`config.mk`:
```
export PLATFORM = sky130hd
export DESIGN_NAME = flags_register_flat
export DESIGN_NICKNAME = d
export VERILOG_FILES = /design/src/rtl/flags_register_if.sv /design/src/rtl/flags_register.sv /design/src/flat_wrapper.sv
export SDC_FILE = /design/constraint.sdc
export NUM_CORES = 1
export LEC_CHECK = 0
export BUFFER_PORTS_ARGS = -buffer_cell sky130_fd_sc_hd__buf_2
export CORE_MARGIN = 2
export CORE_UTILIZATION = 25
export CTS_BUF_LIST = sky130_fd_sc_hd__clkbuf_4 sky130_fd_sc_hd__clkbuf_8 sky130_fd_sc_hd__clkbuf_16
export DETAILED_ROUTE_END_ITERATION = 10
export PLACE_DENSITY_LB_ADDON = 0.3
export SLEW_MARGIN = 20
export SYNTH_ARGS = -nofsm -noshare
export SYNTH_HDL_FRONTEND = slang
export SYNTH_SLANG_ARGS = --single-unit
```
`constraint.sdc`:
```
create_clock -name clk -period 2.06 [get_ports clk]
set_input_delay 0.206 -clock clk [delete_from_list [all_inputs] [get_ports clk]]
set_output_delay 0.206 -clock clk [all_outputs]
set_load 0.03 [all_outputs]
```
`src/rtl/flags_register_if.sv`:
```
// Microcode-side bundle for the 8086 FLAGS register: write sources, boundary
// events and the architectural flags/interrupt/trap status returned to the core.
interface flags_register_if;
  logic        alu_update;
  logic [15:0] alu_flags;
  logic [15:0] alu_mask;
  logic        load_valid;
  logic        load_low_only;
  logic [15:0] load_data;
  logic        flag_op_valid;
  logic [2:0]  flag_op;
  logic        inhibit_next;
  logic        instr_done;
  logic        trap_ack;
  logic [15:0] flags;
  logic        irq_allowed;
  logic        trap_req;

  modport master (
    output alu_update, alu_flags, alu_mask,
    output load_valid, load_low_only, load_data,
    output flag_op_valid, flag_op,
    output inhibit_next, instr_done, trap_ack,
    input  flags, irq_allowed, trap_req
  );

  modport slave (
    input  alu_update, alu_flags, alu_mask,
    input  load_valid, load_low_only, load_data,
    input  flag_op_valid, flag_op,
    input  inhibit_next, instr_done, trap_ack,
    output flags, irq_allowed, trap_req
  );
endinterface

```
`src/rtl/flags_register.sv`:
```
// 8086 FLAGS register: prioritised load / flag-op / ALU merge, STI and MOV SS
// interrupt shadow, and single-step trap request generation.
module flags_register #(
  parameter logic [15:0] RESET_FLAGS = 16'hF002
) (
  input logic        clk,
  input logic        reset_n,
  flags_register_if.slave bus
);
  localparam logic [15:0] FIXED_ONES = 16'hF002;
  localparam logic [15:0] WRITABLE   = 16'h0FD5;
  localparam logic [15:0] ARITH      = 16'h08D5;
  localparam logic [15:0] LOW_BYTE   = 16'h00D5;
  localparam int CF = 0;
  localparam int TF = 8;
  localparam int IF = 9;
  localparam int DF = 10;

  typedef enum logic [2:0] {
    OP_CLC, OP_STC, OP_CMC, OP_CLI, OP_STI, OP_CLD, OP_STD, OP_INTENTRY
  } flag_op_e;

  logic [15:0] flags_reg;
  logic [15:0] flags_next;
  logic [15:0] alu_merged;
  logic [1:0]  shadow_cnt_reg;
  logic        tf_armed_reg;
  logic        trap_req_reg;
  logic        sti_open;

  // Only the arithmetic flags are reachable from the ALU; TF/IF/DF stay put.
  generate
    for (genvar gi = 0; gi < 16; gi++) begin : g_alu_merge
      assign alu_merged[gi] = (ARITH[gi] && bus.alu_mask[gi]) ? bus.alu_flags[gi]
                                                              : flags_reg[gi];
    end
  endgenerate

  always_comb begin
    flags_next = flags_reg;
    sti_open   = 1'b0;
    if (bus.load_valid) begin
      if (bus.load_low_only)
        flags_next = (flags_reg & ~LOW_BYTE) | (bus.load_data & LOW_BYTE);
      else
        flags_next = (flags_reg & ~WRITABLE) | (bus.load_data & WRITABLE);
    end else if (bus.flag_op_valid) begin
      case (flag_op_e'(bus.flag_op))
        OP_CLC:      flags_next[CF] = 1'b0;
        OP_STC:      flags_next[CF] = 1'b1;
        OP_CMC:      flags_next[CF] = ~flags_reg[CF];
        OP_CLI:      flags_next[IF] = 1'b0;
        OP_STI: begin
          flags_next[IF] = 1'b1;
          // Only an IF 0->1 transition opens the one-instruction shadow.
          sti_open       = ~flags_reg[IF];
        end
        OP_CLD:      flags_next[DF] = 1'b0;
        OP_STD:      flags_next[DF] = 1'b1;
        OP_INTENTRY: begin
          flags_next[TF] = 1'b0;
          flags_next[IF] = 1'b0;
        end
        default:     flags_next = flags_reg;
      endcase
    end else if (bus.alu_update) begin
      flags_next = alu_merged;
    end
  end

  always_ff @(posedge clk or negedge reset_n) begin
    if (!reset_n) begin
      flags_reg      <= (RESET_FLAGS & WRITABLE) | FIXED_ONES;
      shadow_cnt_reg <= 2'd0;
      tf_armed_reg   <= 1'b0;
      trap_req_reg   <= 1'b0;
    end else begin
      flags_reg <= (flags_next & WRITABLE) | FIXED_ONES;

      if (bus.inhibit_next || sti_open)
        shadow_cnt_reg <= 2'd2;
      else if (bus.instr_done && (shadow_cnt_reg != 2'd0))
        shadow_cnt_reg <= shadow_cnt_reg - 2'd1;

      // TF is sampled at the boundary, so a POPF setting TF traps one instruction later.
      if (bus.instr_done)
        tf_armed_reg <= flags_reg[TF];

      if (bus.instr_done && tf_armed_reg && (shadow_cnt_reg == 2'd0))
        trap_req_reg <= 1'b1;
      else if (bus.trap_ack)
        trap_req_reg <= 1'b0;
    end
  end

  assign bus.flags       = flags_reg;
  assign bus.irq_allowed = flags_reg[IF] & (shadow_cnt_reg == 2'd0);
  assign bus.trap_req    = trap_req_reg;
endmodule
```
`src/flat_wrapper.sv`:
```
// flat-port wrapper written by rule: the top's interface ports become plain ports
module flags_register_flat 
#(
  parameter logic [15:0] RESET_FLAGS = 16'hF002
)
  (clk, reset_n, bus_alu_update, bus_alu_flags, bus_alu_mask, bus_load_valid, bus_load_low_only, bus_load_data, bus_flag_op_valid, bus_flag_op, bus_inhibit_next, bus_instr_done, bus_trap_ack, bus_flags, bus_irq_allowed, bus_trap_req);
  flags_register_if bus_i ();
  input logic clk;
  input logic reset_n;
  input wire logic [$bits(bus_i.alu_update)-1:0] bus_alu_update;
  input wire logic [$bits(bus_i.alu_flags)-1:0] bus_alu_flags;
  input wire logic [$bits(bus_i.alu_mask)-1:0] bus_alu_mask;
  input wire logic [$bits(bus_i.load_valid)-1:0] bus_load_valid;
  input wire logic [$bits(bus_i.load_low_only)-1:0] bus_load_low_only;
  input wire logic [$bits(bus_i.load_data)-1:0] bus_load_data;
  input wire logic [$bits(bus_i.flag_op_valid)-1:0] bus_flag_op_valid;
  input wire logic [$bits(bus_i.flag_op)-1:0] bus_flag_op;
  input wire logic [$bits(bus_i.inhibit_next)-1:0] bus_inhibit_next;
  input wire logic [$bits(bus_i.instr_done)-1:0] bus_instr_done;
  input wire logic [$bits(bus_i.trap_ack)-1:0] bus_trap_ack;
  output wire logic [$bits(bus_i.flags)-1:0] bus_flags;
  output wire logic [$bits(bus_i.irq_allowed)-1:0] bus_irq_allowed;
  output wire logic [$bits(bus_i.trap_req)-1:0] bus_trap_req;
  assign bus_i.alu_update = bus_alu_update;
  assign bus_i.alu_flags = bus_alu_flags;
  assign bus_i.alu_mask = bus_alu_mask;
  assign bus_i.load_valid = bus_load_valid;
  assign bus_i.load_low_only = bus_load_low_only;
  assign bus_i.load_data = bus_load_data;
  assign bus_i.flag_op_valid = bus_flag_op_valid;
  assign bus_i.flag_op = bus_flag_op;
  assign bus_i.inhibit_next = bus_inhibit_next;
  assign bus_i.instr_done = bus_instr_done;
  assign bus_i.trap_ack = bus_trap_ack;
  assign bus_flags = bus_i.flags;
  assign bus_irq_allowed = bus_i.irq_allowed;
  assign bus_trap_req = bus_i.trap_req;
  flags_register #(.RESET_FLAGS(RESET_FLAGS)) u_core (.clk(clk), .reset_n(reset_n), .bus(bus_i));
endmodule
```
==> impl_metrics.env, run 1 <==
export IMPL_status="finished, final reports clean"
export IMPL_grt_pass1_wl_um=3310
export IMPL_ys_seq_area_frac=0.384
export IMPL_critPathLaunchType="flip-flop"
export IMPL_antennaDiodeCount=0
export IMPL_rows=21
export IMPL_io_pins=78
export IMPL_clk_latency_ps=270
export IMPL_worst_setup_path_type="reg -> out"
export IMPL_hold_start="bus_inhibit_next"
export IMPL_final_cell_mix="43 x buf_2, 13 x dfrtp_1, 12 x nand2_1"
export IMPL_grt_overflow_total=0
export IMPL_r2r_start="u_core.shadow_cnt_reg[0]$_DFFE_PN0P_"
export IMPL_largest_register_ff_count=9
export IMPL_crit_path_end_kind="primary output"
export IMPL_timing_setup_tns_ps=0
export IMPL_hold_viol_final=0
export IMPL_dr_pass1_iters=4
export IMPL_die_area_um2=3870
export IMPL_nNetsFinal=198
export IMPL_cp_endpoint="bus_irq_allowed"
export IMPL_gp_congestion=0.735
export IMPL_h_tree_depth=1
export IMPL_cts_buffers=3
export IMPL_clock_path_buffers=2
export IMPL_period_share=0.691
export IMPL_reg2reg_slack_ps=700
export IMPL_synth_simple_gate_area_frac=0.186
export IMPL_io_buffers=43
export IMPL_via_count=776
export IMPL_post_cts_setup_buffer_count=0
export IMPL_synthAdderAreaFrac=0.0148
export IMPL_synth_cell_types=34
export IMPL_max_vdd_ir_drop_mv=0.196
export IMPL_clock_sinks=13
export IMPL_first_iter_violations=13
export IMPL_root_buffer="clkbuf_4"
export IMPL_drtAntennaViolNets=0
export IMPL_fin_crit_ps=1420
export IMPL_grt_pass1_vias=762
export IMPL_syn_cell_area_um2=847
export IMPL_fmax_ghz=0.703
export IMPL_fin_skew_ps=2.34
export IMPL_rsz0062_at_grt="no"
export IMPL_gr_usage_all_layers=0.105
export IMPL_cts_repair_resized=0
export IMPL_setup_violations=0
export IMPL_syn_inst=94
export IMPL_cp_arrival_ps=1220
export IMPL_synth_ff_type="dfrtp_1"
export IMPL_areaGrowthSynthToFinish_pct=28.8
export IMPL_initial_core_util=0.258
export IMPL_worstPathRequired_ps=1850
export IMPL_critPathMaxFanout=3
export IMPL_timing_rr_end="u_core.shadow_cnt_reg[1]$_DFFE_PN0P_"
export IMPL_mostFrequentLayoutCell="buf_2"
export IMPL_clkTransAtPathRegs_ps=80
export IMPL_timing_max_cap_violations=0
export IMPL_synth_top_family_by_area="simple AND/OR/NAND/NOR gates"
export IMPL_synth_compound_area_frac=0.152
export IMPL_leakage_nw=0.575
export IMPL_synth_mux_area_frac=0.103
export IMPL_reg2reg_depth=5
export IMPL_grt_max_degree=20
export IMPL_die_w_um=62.2
export IMPL_synth_edf_count=0
export IMPL_drc=0
export IMPL_power_density_nw_per_um2=655
export IMPL_fin_util=0.332
export IMPL_whs_ps=102
export IMPL_synth_async_reset_ratio=1.00
export IMPL_die_h_um=62.2
export IMPL_yosysWarnings=0
export IMPL_cts_tree="built"
export IMPL_min_path_type="in -> reg"
export IMPL_wl_um=1930
export IMPL_antenna_found_initial=0
export IMPL_slew_violations=0
export IMPL_synth_xor_area_share=0.0207
export IMPL_critPathLaunch="u_core.shadow_cnt_reg[0]$_DFFE_PN0P_"
export IMPL_routedWlPerCell_um=10.6
export IMPL_synth_seq_cells=13
export IMPL_hpwl_um=1570
export IMPL_core_region_area_um2=3280
export IMPL_drive_above_1_share=0.382
export IMPL_via_per_inst=4.26
export IMPL_syn_avg_cell_area_um2=9.01
## layout make-up
class,instances,area [um^2]
flip-flops and latches,13,325
multi-input cells,69,430
well taps,46,57.6
fillers,376,2190
repair buffers,44,225
inverters,6,22.5
clock buffers,4,30.0
## through the flow
stage / setup WS [ps] / total power (W) / cells / area (um^2)
after global placement: 685 / 0.000544 / 177 / 1050
after CTS: 621 / 0.000729 / 182 / 1090
after floorplan: 805 / 0.000481 / 99 / 866
after detailed placement: 688 / 0.000552 / 177 / 1050
after global routing: 550 / 0.000767 / 182 / 1090
final: 637 / 0.000714 / 182 / 1090
## metal layers
| layer | up-vias | GRT usage | wire length [um] | share of wire |
|---|---|---|---|---|
| met5 | - | 0 | 0 | 0 |
| met4 | 0 | 0.0583 | 20 | 0.010 |
| met3 | 2 | 0.00906 | 116 | 0.060 |
| met2 | 31 | 0.177 | 935 | 0.48 |
| met1 | 352 | 0.133 | 859 | 0.44 |
| li1 | 391 | - | - | - |
## cells in the mapped netlist (2+ instances only)
cell | count | area share
a31oi_1 | 2 | 0.015
nor3_1 | 2 | 0.012
o21ai_0 | 7 | 0.041
nor2_1 | 3 | 0.013
dfrtp_1 | 13 | 0.38
conb_1 | 2 | 0.0089
nand3_1 | 2 | 0.012
inv_1 | 6 | 0.027
nor3b_1 | 2 | 0.018
nand2b_1 | 2 | 0.015
buf_4 | 8 | 0.071
mux2i_1 | 5 | 0.059
a21oi_1 | 6 | 0.035
nor2b_1 | 2 | 0.015
buf_6 | 2 | 0.027
nand2_1 | 12 | 0.053
## power by group
part | switching, W | internal [W] | leakage [nW]
Combinational | 0.000148 | 0.0000891 | 0.397
Clock | 0.0000813 | 0.0000881 | 0.0184
Sequential | 0.0000198 | 0.000288 | 0.159
## worst min-delay path by stage
stage	endpoint	slack (ps)	cells past startpoint
4_1_cts	u_core.shadow_cnt_reg[0]$_DFFE_PN0P_	90	2
6_report	u_core.shadow_cnt_reg[0]$_DFFE_PN0P_	100	2
3_5_place_dp	u_core.bus.trap_req$_DFFE_PN0P_	120	1
2_1_floorplan	u_core.bus.flags[0]$_DFFE_PN0P_	-90	0
3_3_place_gp	u_core.bus.trap_req$_DFFE_PN0P_	120	1
5_1_grt	u_core.shadow_cnt_reg[0]$_DFFE_PN0P_	90	2
## worst max-delay path: stages, from the launching register on
cell	delay (ps)
dfrtp_1	360
inv_1	90
ha_1	190
and2_1	130
buf_2	190
## logic make-up after synthesis
logic type	count (synthesis)
and+or+nand+nor	30
AOI/OAI and AO/OA	21
buffers and inverters	17
DFF	13
muxes	8
other	2
xor gates and xnor gates	2
adders and majority gates	1
## timing repair
item | CTS | global route
hold buffers | 1 | 0
hold endpoints to repair | 13 | 0
endpoints found under the setup margin | 0 | 0
(Power assumes the default switching activity.)
==> inputs of run 2 (changes only) <==
Clock period 2.06 ns to 1.3 ns, I/O delays scaled along.
==> impl_metrics.env, run 2 (synthesized netlist as in run 1, its figures left out) <==
export IMPL_status="complete, but fails checks"
export IMPL_violations="negative setup slack"
export IMPL_die_area_um2=3870
export IMPL_path_cells="inv_2 -> ha_4 -> buf_6 -> and2_4 -> buf_6"
export IMPL_grt_pass1_wl_um=3340
export IMPL_nNetsFinal=202
export IMPL_via_per_inst=4.18
export IMPL_power_density_nw_per_um2=1030
export IMPL_dr_pass1_iters=3
export IMPL_cpMostUsedCell="buf_6"
export IMPL_io_buffers=43
export IMPL_cts_buffers=3
export IMPL_die_w_um=62.2
export IMPL_mostFrequentLayoutCell="buf_2"
export IMPL_die_h_um=62.2
export IMPL_clock_sinks=13
export IMPL_largest_register_ff_count=9
export IMPL_wl_um=1990
export IMPL_drtAntennaViolNets=0
export IMPL_grt_overflow_total=0
export IMPL_worstPathRequired_ps=1170
export IMPL_h_tree_depth=1
export IMPL_hpwl_um=1570
export IMPL_root_buffer="clkbuf_4"
export IMPL_first_iter_violations=14
export IMPL_cpPeakStageDelay_ps=360
export IMPL_gp_congestion=0.749
export IMPL_drc=0
export IMPL_min_path_type="in -> reg"
export IMPL_cts_tree="built"
export IMPL_routedWlPerCell_um=10.7
export IMPL_rsz0062_at_grt="yes"
export IMPL_initial_core_util=0.258
export IMPL_clk_latency_ps=270
export IMPL_rows=21
export IMPL_max_vdd_ir_drop_mv=0.252
export IMPL_pre_cts_ws_ps=-16.7
export IMPL_drive_above_1_share=0.429
export IMPL_io_pins=78
export IMPL_antennaDiodeCount=0
export IMPL_crit_slowest_cell="dfrtp_1"
export IMPL_leakage_nw=0.596
export IMPL_crit_path_end_kind="primary output"
export IMPL_worst_setup_path_type="reg -> out"
export IMPL_clock_path_buffers=2
export IMPL_timing_max_cap_violations=0
export IMPL_final_cell_mix="42 x buf_2, 13 x dfrtp_1, 12 x nand2_1"
export IMPL_grt_max_degree=14
export IMPL_via_count=778
export IMPL_critPathLaunchType="flip-flop"
export IMPL_setup_violations=1
export IMPL_fin_skew_ps=0.265
export IMPL_antenna_found_initial=0
export IMPL_hold_viol_final=0
export IMPL_period_share=1.04
export IMPL_cp_arrival_ps=1220
export IMPL_gr_usage_all_layers=0.105
export IMPL_worst_slack_ps=-48.5
export IMPL_core_region_area_um2=3280
export IMPL_slew_violations=0
export IMPL_fmax_ghz=0.742
export IMPL_areaGrowthSynthToFinish_pct=35.3
export IMPL_grt_pass1_vias=741
export IMPL_timing_setup_tns_ps=-48.5
export IMPL_clkTransAtPathRegs_ps=80
export IMPL_critPathMaxFanout=2
export IMPL_fin_crit_ps=1350
## run 2: cell types whose count changed in the layout (fill, tap and decap cells not counted), sizes merged
cell / previous run / this run
buf: 43 / 47
## run 2: where the power goes
group	total, W	internal, W	switching (W)	leakage (nW)
combinational	0.000421	0.000175	0.000246	0.418
sequential	0.000490	0.000457	0.0000332	0.159
clock	0.000273	0.000140	0.000133	0.0184
total	0.00118	0.000771	0.000413	0.596
## run 2: path summary, 6_finish.rpt
check,slack [ps],start,depth (start not counted),endpoint
setup / recovery,-50,u_core.shadow_cnt_reg[1]$_DFFE_PN0P_,5,bus_irq_allowed
hold / removal,20,bus_inhibit_next,2,u_core.shadow_cnt_reg[0]$_DFFE_PN0P_
setup reg to reg,10,u_core.shadow_cnt_reg[0]$_DFFE_PN0P_,5,u_core.shadow_cnt_reg[1]$_DFFE_PN0P_
hold reg to reg,490,u_core.bus.flags[11]$_DFFE_PN0P_,2,u_core.bus.flags[11]$_DFFE_PN0P_
max in group asynchronous,780,reset_n,2,u_core.tf_armed_reg$_DFFE_PN0P_
min in group asynchronous,280,reset_n,2,u_core.bus.flags[2]$_DFFE_PN0P_
## run 2: metrics by stage
stage                     cells  total power (W)  area [um^2]   util  hold slack (ps)
after floorplan              99         0.000763          866      -             -166
after detailed placement    179         0.000881         1070  0.325             46.6
after global placement      179         0.000870         1070  0.325             44.0
after CTS                   184          0.00120         1130  0.344             7.01
final                       186          0.00118         1150  0.349             20.4
after global routing        186          0.00126         1150  0.349             21.5
## run 2: timing repair
action	CTS	global route
hold buffers	1	0
endpoints found under the setup margin	2	2
setup buffers	0	2
pin swaps	1	1
endpoints found under the hold margin	13	0
gates resized for setup	8	0
## run 2: worst max-delay path: cells and delay by family, from the launching register on
kind | cells | cell delay, ps
buffers and inverters | 3 | 290
flip-flops | 1 | 360
adder cells (fa/ha/maj) | 1 | 160
AND/OR/NAND/NOR | 1 | 140
## run 2: layer usage
layer	routed length [um]	global-route usage	vias to the layer above
met2	919	0.175	31
met5	0	0	-
li1	-	-	399
met4	14	0.0500	0
met3	142	0.0163	2
met1	909	0.133	346
## run 2: layout make-up
class | instances | area (um^2)
multi-input combinational | 69 | 445
tap | 46 | 57.6
clock buffer | 4 | 30.0
fill | 350 | 2140
sequential | 13 | 325
timing repair buffer | 48 | 265
inverter | 6 | 22.5
